## src/rtl/counter_mod_updown.sv

```systemverilog
// ----------------------------------------------------------------------------
// counter_mod_updown
//
// Parametrised up/down modulo-N counter with a clock-enable prescaler,
// synchronous parallel load, cascade carry/borrow output and a sticky
// wrap flag. General counting primitive for timers, digit counters and
// cascaded multi-digit displays.
//
// Parameters:
//   WIDTH    counter width in bits
//   MODULUS  count range 0..MODULUS-1   (2 <= MODULUS <= 2**WIDTH)
//   PRESCALE enabled cycles per count step (1..256, 1 = every enabled cycle)
//
// Ports:
//   clk       in   rising-edge clock
//   reset     in   asynchronous reset, active low
//   en        in   count enable, also advances the prescaler
//   up        in   direction: 1 = increment, 0 = decrement
//   load      in   synchronous parallel load (beats counting)
//   load_val  in   value to load, clamped to MODULUS-1
//   q         out  current count (registered)
//   co        out  carry/borrow, high in the cycle whose edge wraps q
//                  (combinational; drives the next stage's en)
//   wrapped   out  sticky wrap flag, cleared by load or reset
// ----------------------------------------------------------------------------
module counter_mod_updown #(
    parameter int WIDTH    = 4,
    parameter int MODULUS  = 10,
    parameter int PRESCALE = 1
) (
    input  logic             clk,
    input  logic             reset,
    input  logic             en,
    input  logic             up,
    input  logic             load,
    input  logic [WIDTH-1:0] load_val,
    output logic [WIDTH-1:0] q,
    output logic             co,
    output logic             wrapped
);

    // Prescaler width: clog2(PRESCALE), never less than one bit.
    localparam int PW = (PRESCALE > 1) ? $clog2(PRESCALE) : 1;

    localparam logic [WIDTH-1:0] LP_QMAX = WIDTH'(MODULUS - 1);
    // One extra bit so MODULUS == 2**WIDTH is representable.
    localparam logic [WIDTH:0]   LP_MOD  = (WIDTH + 1)'(MODULUS);

    logic [WIDTH-1:0] r_q;
    logic             r_wrapped;

    logic             w_pre_last;
    logic             w_tick;
    logic             w_oor;
    logic [WIDTH-1:0] w_load_q;
    logic             w_up_term;
    logic             w_dn_term;
    logic             w_wrap;
    logic [WIDTH-1:0] w_step_q;

    // ------------------------------------------------------------------
    // Prescaler: counts enabled cycles 0..PRESCALE-1; the last one is the
    // tick. With PRESCALE == 1 every enabled cycle is a tick and no
    // register is needed.
    // ------------------------------------------------------------------
    generate
        if (PRESCALE > 1) begin : g_prescale
            localparam logic [PW-1:0] LP_PMAX = PW'(PRESCALE - 1);

            logic [PW-1:0] r_pre;

            always_ff @(posedge clk or negedge reset) begin
                if (!reset) begin
                    r_pre <= '0;
                end else if (load) begin
                    r_pre <= '0;
                end else if (en) begin
                    r_pre <= (r_pre == LP_PMAX) ? '0 : r_pre + PW'(1);
                end
            end

            assign w_pre_last = (r_pre == LP_PMAX);
        end else begin : g_no_prescale
            assign w_pre_last = 1'b1;
        end
    endgenerate

    assign w_tick = en & w_pre_last;

    // ------------------------------------------------------------------
    // Range handling. When MODULUS fills the whole WIDTH-bit space every
    // value is legal, so the range compares are dropped entirely instead
    // of leaving constant-false comparisons in the netlist.
    // ------------------------------------------------------------------
    generate
        if (MODULUS < (2 ** WIDTH)) begin : g_partial_range
            assign w_oor    = ({1'b0, r_q} >= LP_MOD);
            assign w_load_q = ({1'b0, load_val} < LP_MOD) ? load_val : LP_QMAX;
        end else begin : g_full_range
            assign w_oor    = 1'b0;
            assign w_load_q = load_val;
        end
    endgenerate

    // An out-of-range q (only reachable through X-injection) is treated
    // as the terminal value in either direction, so the next tick brings
    // it back into range.
    assign w_up_term = (r_q == LP_QMAX) | w_oor;
    assign w_dn_term = (r_q == '0)      | w_oor;
    assign w_wrap    = up ? w_up_term : w_dn_term;

    // Terminal compare happens before the add, so q+1 never needs to
    // represent MODULUS even when MODULUS == 2**WIDTH.
    always_comb begin
        w_step_q = r_q;
        if (up) begin
            w_step_q = w_up_term ? '0 : r_q + WIDTH'(1);
        end else begin
            w_step_q = w_dn_term ? LP_QMAX : r_q - WIDTH'(1);
        end
    end

    // ------------------------------------------------------------------
    // Count and sticky-flag registers. Priority: reset > load > tick.
    // ------------------------------------------------------------------
    always_ff @(posedge clk or negedge reset) begin
        if (!reset) begin
            r_q       <= '0;
            r_wrapped <= 1'b0;
        end else if (load) begin
            r_q       <= w_load_q;
            r_wrapped <= 1'b0;
        end else if (w_tick) begin
            r_q <= w_step_q;
            if (w_wrap) begin
                r_wrapped <= 1'b1;
            end
        end
    end

    // Carry/borrow uses the exact terminal values only; it is the enable
    // of the next cascaded digit and must be gated by load and reset.
    assign co      = reset & ~load & w_tick &
                     (up ? (r_q == LP_QMAX) : (r_q == '0));
    assign q       = r_q;
    assign wrapped = r_wrapped;

endmodule
```

## config.mk

```make
export PLATFORM = sky130hd
export DESIGN_NAME = counter_mod_updown
export DESIGN_NICKNAME = d
export VERILOG_FILES = /design/src/rtl/counter_mod_updown.sv
export SDC_FILE = /design/constraint.sdc
export NUM_CORES = 1
export LEC_CHECK = 0
export CAP_MARGIN = 20
export CORE_MARGIN = 5
export CORE_UTILIZATION = 41
export CTS_CLUSTER_SIZE = 28
export DETAILED_ROUTE_END_ITERATION = 10
export PLACE_DENSITY = 0.73
export RECOVER_POWER = 50
export SLEW_MARGIN = 20
export SYNTH_ARGS = -nofsm -noshare
export SYNTH_HDL_FRONTEND = slang
export SYNTH_SLANG_ARGS = --single-unit
export TNS_END_PERCENT = 100
```

## constraint.sdc

```tcl
create_clock -name clk -period 1.7 [get_ports clk]
set_input_delay 0.17 -clock clk [delete_from_list [all_inputs] [get_ports clk]]
set_output_delay 0.17 -clock clk [all_outputs]
set_load 0.02 [all_outputs]
```

==> results.txt, run 1 <==
status: complete, but fails checks
failing checks: setup timing
HP Class: in2async
fin nets: 116
CTS tree: yes
CP Buf/Inv Count: 2
family with the most delay on the worst path: simple AND/OR/NAND/NOR gates
syn_area_per_cell: 7.894 um^2
Int Pwr: 415.4 uW
adder-cell share of the synthesized area: 11.66%
All-Layer GR Usage: 17.26%
fmax: 0.5326 GHz
H-tree depth: 1
Clock Power Share: 20.9%
Core Region: 0.001269 mm^2
pwr/cell area: 714.4 mW/mm^2
largest net degree at the start of global routing: 11
Seq pwr share: 23.7%
Synthesized Nets: 82
CTS Root Cell: clkbuf_4
CP Class: reg2out
Final period util: 110.4%
Synth Register Bits: 5
final setup vio count: 4
Seq/Total Area, Yosys: 23.31%
CP endpoint kind: output pin
worst reg2reg path startpoint: q[1]
critical path launch point type: register
commonest non-fill, non-tap cells in the layout: buf_4, clkdlybuf4s50_1, o21ai_0, a21oi_1
Unique masters post-synth: 32
Compound-Gate Fraction of Synth Area: 26.11%
Vias: 633
Starting Density: 42.31%
setup_tns: -294.2 ps
top cell type by total area after synthesis: dfrtp_1
RSZ-0062 raised after global routing: yes
Max-Cap Viols: 0
IO Count: 15
normalized max-slew margin: 65.46%
Fin Clk Skew: 0.07785 ps
clk slew on worst S/H paths: 40 ps
ratio of cells with drive above 1 in the final layout: 35.64%
Vias per Instance: 5.457
initial DRC count: 21
post-synthesis mux area share: 0%
final worst setup slack: -177.5 ps
initial antenna violation count: 0
Sink Count: 5
worst skew pair latency: 240 ps
DRC: 0
main combinational cell family by area after synthesis: simple AND/OR/NAND/NOR gates
number of port buffers: 14
CP startpoint: q[1]
HPWL Detailed: 1229 um
Worst Tran Pin Value: 516.9 ps
first-pass GRT wire length: 2608 um
vias in the first global route: 613
Area Overhead vs Synth: 68.76%
CP max-delay cell: dfrtp_2
Sw Ratio: 35.81%
fillcell total: 109
worst vdd ir: 0.3792 mV
Hold-fix buffers, CTS: 0
Die Area: 0.002133 mm^2
Die W: 46.18 um
fin crit period: 1878 ps
Mapped Cells: 68
top cells by area, synth: dfrtp_1, ha_1, a21oi_1, o21ai_0, inv_1
FP Rows: 13
Hold Fails Final Rpt: 0
Yosys warnings: 0
cell leakage power: 0.0003829 uW
Worst path max stage delay: 420 ps
gp weighted congestion: 0.7950
pins over their slew limit: 0
CTS Buf Count: 3
Final ANT Viol Nets: 0
die height: 46.18 um
Pre-antenna DRT Iters: 4
global route total overflow: 0
wirelength, routed: 1674 um
Data arrival, critical path: 1710 ps
most common cell after layout, fill and taps aside: buf_4
Longest Clk Path Bufs: 2
Inserted Diodes: 0
Comb power frac: 55.4%
Cell Chain, Critical Path: inv_2 -> ha_4 -> or3b_1 -> a21oi_2 -> and4_4 -> buf_6
Yosys top cell area share: 23.31%
Place WS: -429.3 ps
Mapped Area: 536.8 um^2
WP data required: 1530 ps
DR WL/cell: 14.43 um
simple-gate portion of the synthesized area: 28.44%
P_sw: 231.7 uW
XOR/XNOR Fraction of Synth Area: 1.632%
Crit Path Max Fanout: 2
-- Yosys cell counts --
| cell type | count |
|---|---|
| a21oi_1 | 6 |
| a221o_1 | 1 |
| a31oi_1 | 1 |
| a32oi_1 | 1 |
| and2b_2 | 1 |
| and3_1 | 1 |
| and4_1 | 1 |
| buf_2 | 2 |
| buf_6 | 1 |
| clkbuf_1 | 1 |
| dfrtp_1 | 5 |
| ha_1 | 5 |
| inv_1 | 6 |
| nand2_1 | 4 |
| nand2b_1 | 3 |
| nand3_1 | 3 |
| nor2_1 | 3 |
| nor2b_1 | 1 |
| nor3_1 | 2 |
| nor3b_1 | 1 |
| nor4_1 | 1 |
| nor4b_1 | 1 |
| nor4b_2 | 1 |
| o21ai_0 | 6 |
| o21ai_1 | 3 |
| o311ai_0 | 1 |
| o31a_1 | 1 |
| o32a_2 | 1 |
| o41a_1 | 1 |
| or3_1 | 1 |
| or3b_1 | 1 |
| xnor2_1 | 1 |
-- stage by stage --
| stage | hold slack [ps] | power (uW) | utilization (%) | instance area (um^2) | cells |
|---|---|---|---|---|---|
| 3_3_place_gp | 493.2 | 440.8 | 61.83 | 784.5 | 107 |
| 6_report | 252.7 | 647.1 | 71.40 | 905.9 | 116 |
| 2_1_floorplan | -125.6 | 314.1 | - | 545.5 | 68 |
| 4_1_cts | 249.3 | 593.5 | 65.19 | 827.0 | 111 |
| 5_1_grt | 260.4 | 688.2 | 71.40 | 905.9 | 116 |
| 3_5_place_dp | 501.7 | 446.8 | 61.83 | 784.5 | 107 |
-- metal layers --
metal,GRT usage (%),routed length [um],up-vias,part of all wire (%)
li1,-,-,313,-
met1,20.60,744,300,44
met2,29.12,826,16,49
met3,3.125,74,4,4.4
met4,8.523,28,0,1.7
met5,0,0,-,0
-- final timing paths --
path                       slack [ps]  cells past startpoint       to
min reg2reg                       510                      2  wrapped
max reg2reg                       -70                      6     q[2]
max in group asynchronous        1330                      2     q[0]
min                               250                      2  wrapped
min in group clk                  510                      2  wrapped
max                              -180                      6       co
-- logic make-up (layout without fill, tap and decap cells) --
family | Yosys count | in the layout
AO/OA/AOI/OAI | 22 | 22
adder cells (fa/ha/maj) | 5 | 5
AND/OR/NAND/NOR | 25 | 25
buffers and inverters | 10 | 43
XOR/XNOR | 1 | 1
flip-flops | 5 | 5
-- what timing repair did --
| action | 4_1_cts | 5_1_grt |
|---|---|---|
| setup buffers | 0 | 5 |
| pin swaps | 4 | 8 |
| resized for setup | 9 | 8 |
| endpoints found under the setup margin | 3 | 5 |
-- cell type report --
| class | count | area, um^2 | area share (%) |
|---|---|---|---|
| multi-input combinational | 53 | 416.7 | 45.99 |
| timing repair buffer | 33 | 291.5 | 32.18 |
| tap | 15 | 18.77 | 2.072 |
| inverter | 6 | 25.02 | 2.762 |
| clock buffer | 4 | 26.28 | 2.901 |
| sequential | 5 | 127.6 | 14.09 |
-- power by group through the flow --
stage / clock network [uW] / logic [uW] / registers [uW]
after floorplan: 0 / 142 / 173
after global placement: 0 / 288 / 153
after detailed placement: 0 / 293 / 154
after CTS: 137 / 304 / 152
after global routing: 144 / 388 / 156
final: 135 / 358 / 154
-- flip-flops by register name, summed over array words and instances (netlist names) --
| name | flops |
|---|---|
| q | 4 |
| wrapped | 1 |
No activity file was read; power rests on OpenSTA's default activity.
==> run 2: changes to the inputs <==
- CTS_CLUSTER_DIAMETER: default -> 50
- RECOVER_POWER: 50 -> default
==> run 2 against run 1 <==
  * Global-route usage stayed put
  * Register-to-register slack hardly changed
  * Critical path depth stayed put
  * Sequential share of layout area stayed put
  * Die area stayed put
  * Highest routed layer unchanged
  * Wire length hardly changed
  * Worst hold slack stayed put
  * Setup slack stayed put
  * Combinational power hardly changed
  * First-iteration DRC count stayed put
  * The run still ends with setup timing left
  * Sequential power hardly changed
  * Clock-buffer cell count stayed put
==> results.txt, run 2 (synthesis results as in run 1) <==
status: complete, but fails checks
failing checks: setup timing
largest net degree at the start of global routing: 11 (unchanged)
critical path launch point type: register
Crit Path Max Fanout: 2 (unchanged)
Fin Clk Skew: 0.07785 ps (unchanged)
fmax: 0.5326 GHz (unchanged)
ratio of cells with drive above 1 in the final layout: 35.64% (unchanged)
worst reg2reg path startpoint: q[1]
CTS Root Cell: clkbuf_4
r2r worst-path depth: 6 (unchanged)
fin crit period: 1878 ps (unchanged)
final setup vio count: 4 (unchanged)
Vias: 633 (unchanged)
DR WL/cell: 14.44 um (about the same)
Die Area: 0.002133 mm^2 (unchanged)
CP max-delay cell: dfrtp_2
Vias per Instance: 5.457 (unchanged)
Inserted Diodes: 0 (unchanged)
Final period util: 110.4% (unchanged)
Longest Clk Path Bufs: 2 (unchanged)
Final ANT Viol Nets: 0 (unchanged)
RSZ-0062 raised after global routing: yes
gp weighted congestion: 0.7950 (unchanged)
commonest non-fill, non-tap cells in the layout: buf_4, clkdlybuf4s50_1, o21ai_0, a21oi_1
Pre-antenna DRT Iters: 4 (unchanged)
CP Class: reg2out
DRC: 0 (unchanged)
Cell Chain, Critical Path: inv_2 -> ha_4 -> or3b_1 -> a21oi_2 -> and4_4 -> buf_6
FP Rows: 13 (unchanged)
pwr/cell area: 715.6 mW/mm^2 (+0.18%)
CTS tree: yes
wirelength, routed: 1675 um (about the same)
first-pass GRT wire length: 2608 um (unchanged)
IO Count: 15 (unchanged)
number of port buffers: 14 (unchanged)
Die W: 46.18 um (unchanged)
final worst setup slack: -177.5 ps (unchanged)
Worst Tran Pin Value: 516.9 ps (unchanged)
HP Class: in2async
Core Region: 0.001269 mm^2 (unchanged)
H-tree depth: 1 (unchanged)
clk slew on worst S/H paths: 40 ps (about the same)
non-filler instance count after layout: 116 (unchanged)
WP data required: 1530 ps (about the same)
Worst path max stage delay: 420 ps (about the same)
Sink Count: 5 (unchanged)
flop2flop setup slack: -70 ps (about the same)
All-Layer GR Usage: 17.26% (unchanged)
cell leakage power: 0.0003802 uW (-0.70%)
pins over their slew limit: 0 (unchanged)
dpl cells: 107 (unchanged)
CTS Buf Count: 3 (unchanged)
Data arrival, critical path: 1710 ps (about the same)
initial DRC count: 21 (unchanged)
Hold Fails Final Rpt: 0 (unchanged)
fin nets: 116 (unchanged)
fin area: 905.9 um^2 (unchanged)
Placed Area: 784.5 um^2 (unchanged)
Area Overhead vs Synth: 68.76% (unchanged)
setup_tns: -294.2 ps (unchanged)
die height: 46.18 um (unchanged)
max reg flops: 4 (unchanged)
most common cell after layout, fill and taps aside: buf_4
Starting Density: 42.31% (unchanged)
vias in the first global route: 613 (unchanged)
Place WS: -429.3 ps (unchanged)
initial antenna violation count: 0 (unchanged)
HPWL Detailed: 1229 um (unchanged)
CP endpoint kind: output pin
Max-Cap Viols: 0 (unchanged)
family with the most delay on the worst path: simple AND/OR/NAND/NOR gates
global route total overflow: 0 (unchanged)
CP Buf/Inv Count: 2 (unchanged)
worst skew pair latency: 240 ps (about the same)
Fin Hold WS: 252.7 ps (unchanged)
r2r endpoint: q[2]
normalized max-slew margin: 65.46% (unchanged)
worst vdd ir: 0.3794 mV (about the same)
[run 2: cell types whose count changed in the layout (fill, tap and decap cells not counted), sizes merged]
| cell | change |
|---|---|
| clkdlybuf4s50 | +1 |
| dlygate4sd3 | -1 |
[run 2: worst max path at each step]
stage                     start  end  slack [ps]  depth (start not counted)
after floorplan            q[0]   co           4                          5
after global placement       up   co        -430                          5
after detailed placement     up   co        -430                          5
after CTS                  q[1]   co        -190                          6
after global routing       q[1]   co        -240                          6
final                      q[1]   co        -180                          6
[run 2: worst reg2reg max path, stage by stage (launching register included)]
cell,delay [ps]
dfrtp_2,420
buf_6,140
ha_4,160
o31a_1,350
nor4_2,270
o21ai_1,90
a31oi_1,250
[run 2: area by class of cell]
| class | instances | area [um^2] |
|---|---|---|
| well taps | 15 | 18.77 |
| fillers | 109 | 362.8 |
| inverters | 6 | 25.02 |
| flip-flops and latches | 5 | 127.6 |
| multi-input cells | 53 | 416.7 |
| repair buffers | 33 | 291.5 |
| clock buffers | 4 | 26.28 |
[run 2: layer usage]
| layer | global-route usage (%) | share of wire [%] | vias up |
|---|---|---|---|
| met4 | 8.523 | 1.7 | 0 |
| li1 | - | - | 313 |
| met1 | 20.60 | 44 | 300 |
| met2 | 29.12 | 49 | 16 |
| met5 | 0 | 0 | - |
| met3 | 3.125 | 4.4 | 4 |
[run 2: per-stage QoR]
step,power [uW],util [%]
2_1_floorplan,314.1,-
3_3_place_gp,440.8,61.83
3_5_place_dp,446.8,61.83
4_1_cts,593.5,65.19
5_1_grt,689.3,71.40
6_report,648.3,71.40
[run 2: timing repair]
item                                    in CTS  in global routing
resized for setup                            9                  8
pin swaps                                    4                  8
hold buffers                                 0                  0
endpoints found under the setup margin       3                  5
buffers inserted                             0                  5
[run 2: power by group]
part	internal, uW	switching [uW]
clock network	88.6	46.5
registers	136	18.1
logic	192	167
==> run 3: changes to the inputs <==
- CORE_MARGIN: 5 -> 8
==> run 3 against run 2 <==
  * The flow still finishes with violations (setup timing)
  * First-iteration DRC count down 76%
  * Clock-buffer cell count unchanged
  * Worst hold slack worse by 26 ps
  * Setup slack worse by 3.2 ps
  * Global-route usage down 2.3 points
  * Sequential share of layout area down 0.47 points
  * Critical path depth unchanged
  * Via count up 6.0%
==> results.txt, run 3 (synthesis results as in run 1) <==
ratio of cells with drive above 1 in the final layout: 41.75% (+6.1 points)
Core Region: 0.001269 mm^2 (unchanged)
Sw Ratio: 36.24% (+0.47 points)
Seq pwr share: 22.3% (-1.4 points)
WP data required: 1530 ps (about the same)
pwr/cell area: 714.3 mW/mm^2 (-0.18%)
global route total overflow: 0 (unchanged)
max reg flops: 4 (unchanged)
wirelength, routed: 1889 um (+13%)
critical path launch point type: register
CTS Root Cell: clkbuf_4
Int Pwr: 426.8 uW (+2.5%)
Crit Path Max Fanout: 2 (unchanged)
Comb power frac: 57.3% (+1.9 points)
non-filler instance count after layout: 118 (+1.7%)
final setup vio count: 5 (+1)
Longest Clk Path Bufs: 2 (unchanged)
Sink Count: 5 (unchanged)
largest net degree at the start of global routing: 15 (+4)
CP Class: reg2out
final worst setup slack: -180.7 ps (-3.203 ps)
Final ANT Viol Nets: 0 (unchanged)
initial DRC count: 5 (-76%)
worst reg2reg path startpoint: q[1]
cell leakage power: 0.0003962 uW (+4.2%)
fin area: 937.1 um^2 (+3.5%)
FP Rows: 13 (unchanged)
die height: 52.18 um (+13%)
HP Class: in2async
RSZ-0062 raised after global routing: yes
Starting Density: 42.31% (unchanged)
first-pass GRT wire length: 3042 um (+17%)
clk slew on worst S/H paths: 40 ps (about the same)
Die W: 52.18 um (+13%)
DRC: 0 (unchanged)
Vias: 671 (+6.0%)
Data arrival, critical path: 1710 ps (about the same)
worst vdd ir: 0.3500 mV (-7.7%)
pins over their slew limit: 0 (unchanged)
vias in the first global route: 687 (+12%)
flop2flop setup slack: -120 ps (-50 ps)
fin crit period: 1881 ps (+3.203 ps)
Vias per Instance: 5.686 (+4.2%)
All-Layer GR Usage: 14.93% (-2.3 points)
worst skew pair latency: 240 ps (about the same)
Max-Cap Viols: 0 (unchanged)
worst setup path end: co
DR WL/cell: 16.01 um (+11%)
dpl cells: 109 (+1.9%)
fmax: 0.5317 GHz (-0.17%)
Worst Tran Pin Value: 397.3 ps (-119.6 ps)
Fin Clk Skew: 4.233 ps (+4.155 ps)
CTS tree: yes
Final period util: 110.6% (+0.19 points)
fin nets: 118 (+1.7%)
Area Overhead vs Synth: 74.59%
Clock Power Share: 20.4% (-0.4 points)
gp weighted congestion: 0.8905 (+12%)
Die Area: 0.002723 mm^2 (+28%)
Placed Area: 799.5 um^2 (+1.9%)
Hold Fails Final Rpt: 0 (unchanged)
status: complete, but fails checks
Inserted Diodes: 0 (unchanged)
CTS Buf Count: 3 (unchanged)
r2r worst-path depth: 7 (+1)
P_sw: 242.6 uW (+4.6%)
H-tree depth: 1 (unchanged)
normalized max-slew margin: 73.17% (+7.7 points)
CP endpoint kind: output pin
r2r endpoint: q[2]
failing checks: setup timing
most common cell after layout, fill and taps aside: buf_4
Pre-antenna DRT Iters: 4 (unchanged)
commonest non-fill, non-tap cells in the layout: buf_4, clkdlybuf4s50_1, o21ai_0
number of port buffers: 14 (unchanged)
CP startpoint: q[1]
HPWL Detailed: 1314 um (+6.9%)
initial antenna violation count: 0 (unchanged)
fillcell total: 96 (-12%)
IO Count: 15 (unchanged)
-- run 3: cell types whose count changed in the layout (fill, tap and decap cells not counted), sizes merged --
| cell | change |
|---|---|
| clkdlybuf4s50 | -1 |
| dlygate4sd2 | +1 |
| buf | +2 |
-- run 3: stage by stage --
step / hold slack [ps] / worst slack (ps) / TNS [ps] / utilization (%) / power (uW)
finish: 226.2 / -180.7 / -408.0 / 73.87 / 669.4
detailed placement: 485.4 / -445.0 / -553.6 / 63.02 / 454.5
global route: 228.3 / -243.0 / -768.6 / 73.87 / 716.1
CTS: 226.2 / -186.0 / -394.7 / 71.01 / 640.8
global placement: 484.1 / -432.4 / -453.1 / 63.02 / 447.8
floorplan: -125.6 / 4.155 / 0 / - / 314.1
-- run 3: worst max-delay path, cell delays in order (launching register included) --
cell and delay (ps):
dfrtp_2 410, inv_2 80, ha_4 130, or3b_4 370, a21oi_2 160, and4_4 220
buf_6 110
-- run 3: power by group through the flow --
stage	registers [uW]	clock network [uW]	logic (uW)
after floorplan	173	0	142
after global placement	149	0	299
after detailed placement	150	0	305
after CTS	148	142	351
after global routing	152	149	415
final	149	136	384
-- run 3: layout make-up --
| type | count | area (um^2) | area share (%) |
|---|---|---|---|
| flip-flops and latches | 5 | 127.6 | 13.62 |
| inverters | 6 | 22.52 | 2.403 |
| clock buffers | 4 | 26.28 | 2.804 |
| repair buffers | 35 | 309.0 | 32.98 |
| multi-input cells | 53 | 432.9 | 46.19 |
| well taps | 15 | 18.77 | 2.003 |
-- run 3: repair_timing --
item                       in CTS  in global routing
pin swaps                      11                  6
gates resized for setup        16                  8
hold buffers                    0                  0
buffers inserted                4                  3
setup endpoints to repair       3                  5
-- run 3: metal layers --
layer  global-route usage, %  routed length (um)
met2                   25.60                 905
met5                       0                   0
met4                   10.34                  72
met1                   16.40                 836
met3                   2.273                  74
-- run 3: how the worst min path moves through the flow --
stage | end | depth (start not counted)
after detailed placement | wrapped | 2
after floorplan | q[0] | 0
after global placement | wrapped | 2
after global routing | wrapped | 2
final | wrapped | 2
after CTS | wrapped | 2
